### src/rtl/processor_integration_5.sv
// Multicycle processor datapath: IR/MDR/A/B/ALUOut/PC registers, a 4-entry
// register file, an 8-function ALU with signed-overflow detect and a
// next-PC selector. Sequencing comes entirely from the external control inputs.
module processor_integration_5 (
   input  logic        Clock,
   input  logic        Reset,
   input  logic [15:0] Data_In,
   input  logic        IR_Write,
   input  logic [15:0] M_Data_In,
   input  logic        Mwrite,
   input  logic        Asel,
   input  logic        Bsel,
   input  logic        ItypeSel,
   input  logic        Awrite,
   input  logic        Bwrite,
   input  logic [2:0]  ALUcontrol,
   input  logic        ALUOutWrite,
   input  logic        iszero_write,
   input  logic        reg_write,
   input  logic [1:0]  destAddr,
   input  logic [2:0]  destData,
   input  logic [1:0]  jControl,
   input  logic        PCWrite,
   input  logic        toPC,
   input  logic [15:0] Set_PC,
   output logic [15:0] A,
   output logic [15:0] B,
   output logic [15:0] IR,
   output logic [15:0] ALUOut_output,
   output logic [15:0] PC_Out,
   output logic [15:0] PCData,
   output logic        isZero,
   output logic        overflow_out
);

   logic [15:0] ir_reg, mdr_reg, a_reg, b_reg, alu_out_reg, pc_reg;
   logic        is_zero_reg;
   logic [15:0] rf_reg [4];

   logic [15:0] imm, a_next, b_next, alu_result, wr_data, jump_target;
   logic [15:0] sum, diff;
   logic        overflow;

   // Immediate: upper-byte form or sign-extended 12-bit offset
   always_comb begin
      imm = ItypeSel ? {ir_reg[7:0], 8'h00} : {{4{ir_reg[11]}}, ir_reg[11:0]};
   end

   // Operand selection for the A and B latches (pre-edge RF contents)
   always_comb begin
      a_next = Asel ? rf_reg[destAddr] : imm;
      b_next = Bsel ? imm : rf_reg[ir_reg[11:10]];
   end

   // ALU and signed overflow; overflow only meaningful for ADD/SUB
   always_comb begin
      sum        = a_reg + b_reg;
      diff       = a_reg - b_reg;
      alu_result = '0;
      overflow   = 1'b0;
      case (ALUcontrol)
         3'd0: alu_result = a_reg & b_reg;
         3'd1: begin
            alu_result = sum;
            overflow   = (a_reg[15] == b_reg[15]) && (sum[15] != a_reg[15]);
         end
         3'd2: begin
            alu_result = diff;
            overflow   = (a_reg[15] != b_reg[15]) && (diff[15] != a_reg[15]);
         end
         3'd3: alu_result = a_reg | b_reg;
         3'd4: alu_result = a_reg ^ b_reg;
         3'd5: alu_result = a_reg << b_reg[3:0];
         3'd6: alu_result = a_reg >> b_reg[3:0];
         3'd7: alu_result = {15'b0, ($signed(a_reg) < $signed(b_reg))};
         default: alu_result = '0;
      endcase
   end

   // Register-file write-data selection
   always_comb begin
      wr_data = '0;
      case (destData)
         3'd0: wr_data = alu_out_reg;
         3'd1: wr_data = mdr_reg;
         3'd2: wr_data = imm;
         3'd3: wr_data = a_reg;
         3'd4: wr_data = b_reg;
         3'd5: wr_data = pc_reg;
         3'd6: wr_data = ir_reg;
         3'd7: wr_data = {15'b0, is_zero_reg};
         default: wr_data = '0;
      endcase
   end

   // Next-PC selection; toPC override takes priority over the jump mux
   always_comb begin
      jump_target = '0;
      case (jControl)
         2'd0: jump_target = pc_reg + 16'd1;
         2'd1: jump_target = pc_reg + {{4{ir_reg[11]}}, ir_reg[11:0]};
         2'd2: jump_target = {pc_reg[15:12], ir_reg[11:0]};
         2'd3: jump_target = alu_out_reg;
         default: jump_target = '0;
      endcase
      PCData = toPC ? Set_PC : jump_target;
   end

   // Datapath registers; reset (active low) overrides every load enable
   always_ff @(posedge Clock) begin
      if (!Reset) begin
         ir_reg      <= '0;
         mdr_reg     <= '0;
         a_reg       <= '0;
         b_reg       <= '0;
         alu_out_reg <= '0;
         pc_reg      <= '0;
         is_zero_reg <= 1'b0;
      end else begin
         if (IR_Write)     ir_reg      <= Data_In;
         if (Mwrite)       mdr_reg     <= M_Data_In;
         if (Awrite)       a_reg       <= a_next;
         if (Bwrite)       b_reg       <= b_next;
         if (ALUOutWrite)  alu_out_reg <= alu_result;
         if (iszero_write) is_zero_reg <= (alu_result == 16'd0);
         if (PCWrite)      pc_reg      <= PCData;
      end
   end

   // Register file: one entry per generate iteration, cleared on reset
   generate
      for (genvar gi = 0; gi < 4; gi++) begin : g_rf
         always_ff @(posedge Clock) begin
            if (!Reset)
               rf_reg[gi] <= '0;
            else if (reg_write && (destAddr == 2'(gi)))
               rf_reg[gi] <= wr_data;
         end
      end
   endgenerate

   assign A             = a_reg;
   assign B             = b_reg;
   assign IR            = ir_reg;
   assign ALUOut_output = alu_out_reg;
   assign PC_Out        = pc_reg;
   assign isZero        = is_zero_reg;
   assign overflow_out  = overflow;

endmodule

### config.mk
export PLATFORM = sky130hd
export DESIGN_NAME = processor_integration_5
export DESIGN_NICKNAME = d
export VERILOG_FILES = /design/src/rtl/processor_integration_5.sv
export SDC_FILE = /design/constraint.sdc
export NUM_CORES = 1
export LEC_CHECK = 0
export ABC_CLOCK_PERIOD_IN_PS = 5900
export BUFFER_PORTS_ARGS = -buffer_cell sky130_fd_sc_hd__buf_2
export CAP_MARGIN = 25
export CORE_MARGIN = 3
export CORE_UTILIZATION = 40
export DETAILED_ROUTE_END_ITERATION = 8
export PLACE_DENSITY = 0.59
export SYNTH_ARGS = -nofsm -noshare
export SYNTH_HDL_FRONTEND = slang
export SYNTH_SLANG_ARGS = --single-unit
### constraint.sdc
create_clock -name Clock -period 5.9 [get_ports Clock]
set_clock_uncertainty 0.2 [all_clocks]
set_input_delay 0 -clock Clock [delete_from_list [all_inputs] [get_ports Clock]]
set_output_delay 0 -clock Clock [all_outputs]
set_load 0.01 [all_outputs]
==> impl_results.rst <==
.. list-table::
   :header-rows: 1

   * - Metric
     - Value
   * - Outcome
     - finished clean
   * - Mean instance size in the synthesized netlist
     - between 8 and 9 um2
   * - Most used cells in the layout excluding fill and tap cells
     - sky130_fd_sc_hd__nor2_1, sky130_fd_sc_hd__buf_2, sky130_fd_sc_hd__dlygate4sd3_1, sky130_fd_sc_hd__mux2i_1, sky130_fd_sc_hd__dfxtp_1
   * - Final max-slew violation count
     - 0
   * - Post-synthesis register bit count
     - about 160
   * - Start point of the worst min-delay path
     - destAddr[1]
   * - Residual DRC
     - 0
   * - Worst Setup End Kind
     - register
   * - Crit Reg-Reg Endpoint
     - PC_Out[15]$_SDFFE_PN0P_
   * - Final cell area excluding filler cells
     - 15,840 um2
   * - Core Box Area
     - approximately 32,000 um2
   * - Standard-cell rows
     - 65
   * - Setup TNS
     - 0 ns
   * - Routed WL
     - between 50 and 60 mm
   * - Pre-CTS setup slack
     - approximately 1.4 ns
   * - Synthesis Warnings
     - 0
   * - Number of H-tree levels
     - 4
   * - Via density per instance
     - 6.085
   * - Half-perimeter wire length after placement
     - approximately 38 mm
   * - TritonCTS clock tree
     - done
   * - Final period demand of the worst path
     - approximately 5.3 ns
   * - Area Growth Syn to Fin
     - 20.67%
   * - Num ports
     - 170
   * - Gates resized, CTS repair
     - 0
   * - Unrepaired setup endpoints after global routing
     - no
   * - Count of placed standard cells including taps
     - 1,996
   * - Clk sinks
     - 163
   * - Total overflow reported by the global router
     - 0
   * - Power density of the placed cells
     - ~220 nW/um2
   * - Worst R2R Setup Slack
     - around 0.71 ns
   * - Maximum number of buffers from clock root to sink
     - 2
   * - Cell taking the most area after synthesis
     - sky130_fd_sc_hd__dfxtp_1
   * - Leak Pwr
     - 6.585 nW
   * - Arrival time of the worst setup path
     - roughly 5.4 ns
   * - First-pass GRT wire length
     - about 80 mm
   * - Path category of the worst min-delay check
     - in -> reg
   * - Endpoints failing hold
     - 0
   * - Final GP Congestion
     - 0.9693
   * - Number of max-cap violations
     - 0
   * - Count of port buffers added during placement
     - about 170
   * - Area share of the largest cell type after synthesis
     - about 15%
   * - Number of flip-flops under the largest register name
     - 64
   * - Die Y-Extent
     - 187.1 um
   * - Finish-stage setup viols
     - 0
   * - # fillers
     - 3,115
   * - Mean routed wirelength per cell
     - 24.71 um
   * - Worst path setup slack after routing
     - ~0.62 ns
   * - Largest cells by area after synthesis
     - sky130_fd_sc_hd__dfxtp_1, sky130_fd_sc_hd__edfxtp_1, sky130_fd_sc_hd__mux4_2
   * - Synthesized instance count
     - around 1.5k
   * - Dominant register cell in the synthesized netlist
     - sky130_fd_sc_hd__dfxtp_1
   * - Required time at the endpoint of the critical path
     - approximately 6.0 ns
   * - Share of post-route cells with drive strength above 1
     - between 15 and 20%
   * - Clock-pin transition on the worst setup and hold timing paths
     - about 0.08 ns
   * - Worst Hold Depth
     - 3
   * - Effective utilization at floorplan
     - a little over 40%
   * - Highest achievable clock rate
     - 189.3 MHz
   * - Most common cell after layout, fill and taps aside
     - sky130_fd_sc_hd__nor2_1
   * - Slew margin rel.
     - 31.19%
   * - Number of global-route vias before repair
     - between 10k and 15k
   * - Synth async-reset ratio
     - 0%
   * - Clock root cell
     - sky130_fd_sc_hd__clkbuf_16
   * - Peak fanout along the critical path
     - 19
   * - Width of the die
     - approximately 190 um
   * - Fraction of the cycle the final worst path needs
     - about nine tenths
   * - Number of antenna violations at the first check in global routing
     - 3
   * - Largest stage delay, worst path
     - between 0.7 and 0.8 ns
   * - Clock latency of the later-clocked register in the worst-skew pair
     - about 0.44 ns
   * - Critical path's most frequent cell
     - sky130_fd_sc_hd__dlygate4sd3_1
   * - DRT Pass-1 Iters
     - 6
   * - CTS Buf Count
     - 17
   * - Post-synth net total
     - ~1.6k
   * - Count of flip-flops with a built-in enable after synthesis
     - 64
   * - Summed instance area of the synthesized netlist
     - ~13,000 um2
   * - Crit start category
     - input pin
   * - Peak supply drop
     - 156.5 uV
   * - Die area
     - 35,020 um2
   * - Slew at the pin closest to its max-slew limit
     - around 1.0 ns
   * - Post-layout net count
     - 1,836
   * - Critical path cell sequence
     - buf_2, nor2b_1, nand2_1, inv_1, ha_1, a211oi_1, nor2_1, or4_1, a31oi_1, o21ai_1, a311oi_1, a21oi_1, xnor2_1, a221o_1, dlygate4sd3_1, o21ba_2, dlygate4sd3_1
   * - Library cell contributing the largest single delay on the critical path
     - sky130_fd_sc_hd__nor2b_1
   * - Count of non-filler cells in the finished layout
     - ~2.1k
   * - Core utilization of the finished layout
     - 49.55%
   * - Post-synthesis cell type count
     - roughly 90
   * - Sequential-to-total area share from yosys stat
     - just under 30%
   * - Worst reg2reg path depth
     - 15
   * - Worst Hold Endpoint
     - rf_reg[2][7]$_SDFFCE_PN0P_
   * - Pin count of the biggest net entering global routing
     - 54
   * - Antenna Nets Post-Route
     - 0
   * - Critical Setup Path Class
     - in -> reg
   * - Combined global-route utilization of all metal layers
     - slightly below 30%
   * - Cell Area, Placed
     - ~14,000 um2
   * - Overall via count from detail_route
     - ~13k
   * - Initial drt markers
     - roughly 1.6k
   * - R2R Path Start
     - IR[1]$_SDFFE_PN0P_
[how the worst max path moves through the flow]
stage                                          to  depth (start not counted)        start
final                     PC_Out[15]$_SDFFE_PN0P_                         17  jControl[0]
after CTS                 PC_Out[15]$_SDFFE_PN0P_                         17  jControl[0]
after floorplan           PC_Out[15]$_SDFFE_PN0P_                         16  jControl[0]
after global routing      PC_Out[15]$_SDFFE_PN0P_                         17  jControl[0]
after global placement    PC_Out[15]$_SDFFE_PN0P_                         15  jControl[0]
after detailed placement  PC_Out[15]$_SDFFE_PN0P_                         15  jControl[0]
[where the power goes]
part	leakage [nW]	total, W	switching [W]	internal [W]
Sequential	1.49	0.00138	0.000136	0.00124
Combinational	4.80	0.000997	0.000573	0.000423
Clock	0.299	0.00116	0.000551	0.000613
Total	6.58	0.00354	0.00126	0.00228
[routing by layer]
metal  up-vias  track usage, %  share of wire, %
met2       642           47.17                46
met1      6368           39.58                42
li1       5901               -                 -
met3       134           4.292               7.2
met4         2           12.65               4.5
met5         -               0             0.025
[Yosys cell counts (all sizes together), types with 6 or more instances]
cell type and number:
dfxtp 99, o21a 15, nand2 96, nor2 256
nor4 6, a211oi 27, nand3 15, and3 8
o31ai 8, a222oi 7, nand2b 10, clkbuf 90
mux2 16, a211o 14, xnor2 17, a21oi 88
nor2b 22, nor3b 16, o211ai 22, xor2 7
a221oi 9, edfxtp 64, ha 68, nor3 20
o21ai 77, a22oi 9, o22ai 11, buf 35
mux2i 112, a31oi 14, a21o 11, inv 63
or3 8, and2 20, mux4 52
[per-stage QoR]
stage	hold WS (ns)	total power, W
3_5_place_dp	0.03999	0.002294
3_3_place_gp	0.03598	0.002289
5_1_grt	0.1124	0.003675
6_report	0.06502	0.003536
2_1_floorplan	-0.05885	0.001955
4_1_cts	0.05423	0.003523
[area by class of cell]
cell class	instances	area, um2	share of cell area, %
Multi-Input combinational cell	1153	8456	53.39
Sequential cell	163	3905	24.66
Tap cell	435	544.3	3.437
Inverter	63	236.5	1.493
Clock buffer	17	425.4	2.686
Clock inverter	15	187.7	1.185
Timing Repair Buffer	295	2074	13.10
Antenna cell	3	7.507	0.04740
[cell families after synthesis]
group | share of synthesized area [%]
adders and majority gates | 6.941
AOI/OAI and AO/OA | 19.64
xor gates and xnor gates | 1.602
muxes | 18.87
and+or+nand+nor | 17.38
DFF | 29.75
buffers and inverters | 5.825
[critical path, delay by kind of cell]
family                     cells  cell delay [ns]
AOI/OAI and AO/OA              7             2.01
xor gates and xnor gates       1             0.16
adders and majority gates      1             0.23
buffers and inverters          4             1.56
and+or+nand+nor                4             1.43
[repair_timing]
item	in CTS	in global routing
hold buffers	113	0
setup buffers	0	0
hold endpoints to repair	96	0
No activity file was read; power rests on OpenSTA's default activity.
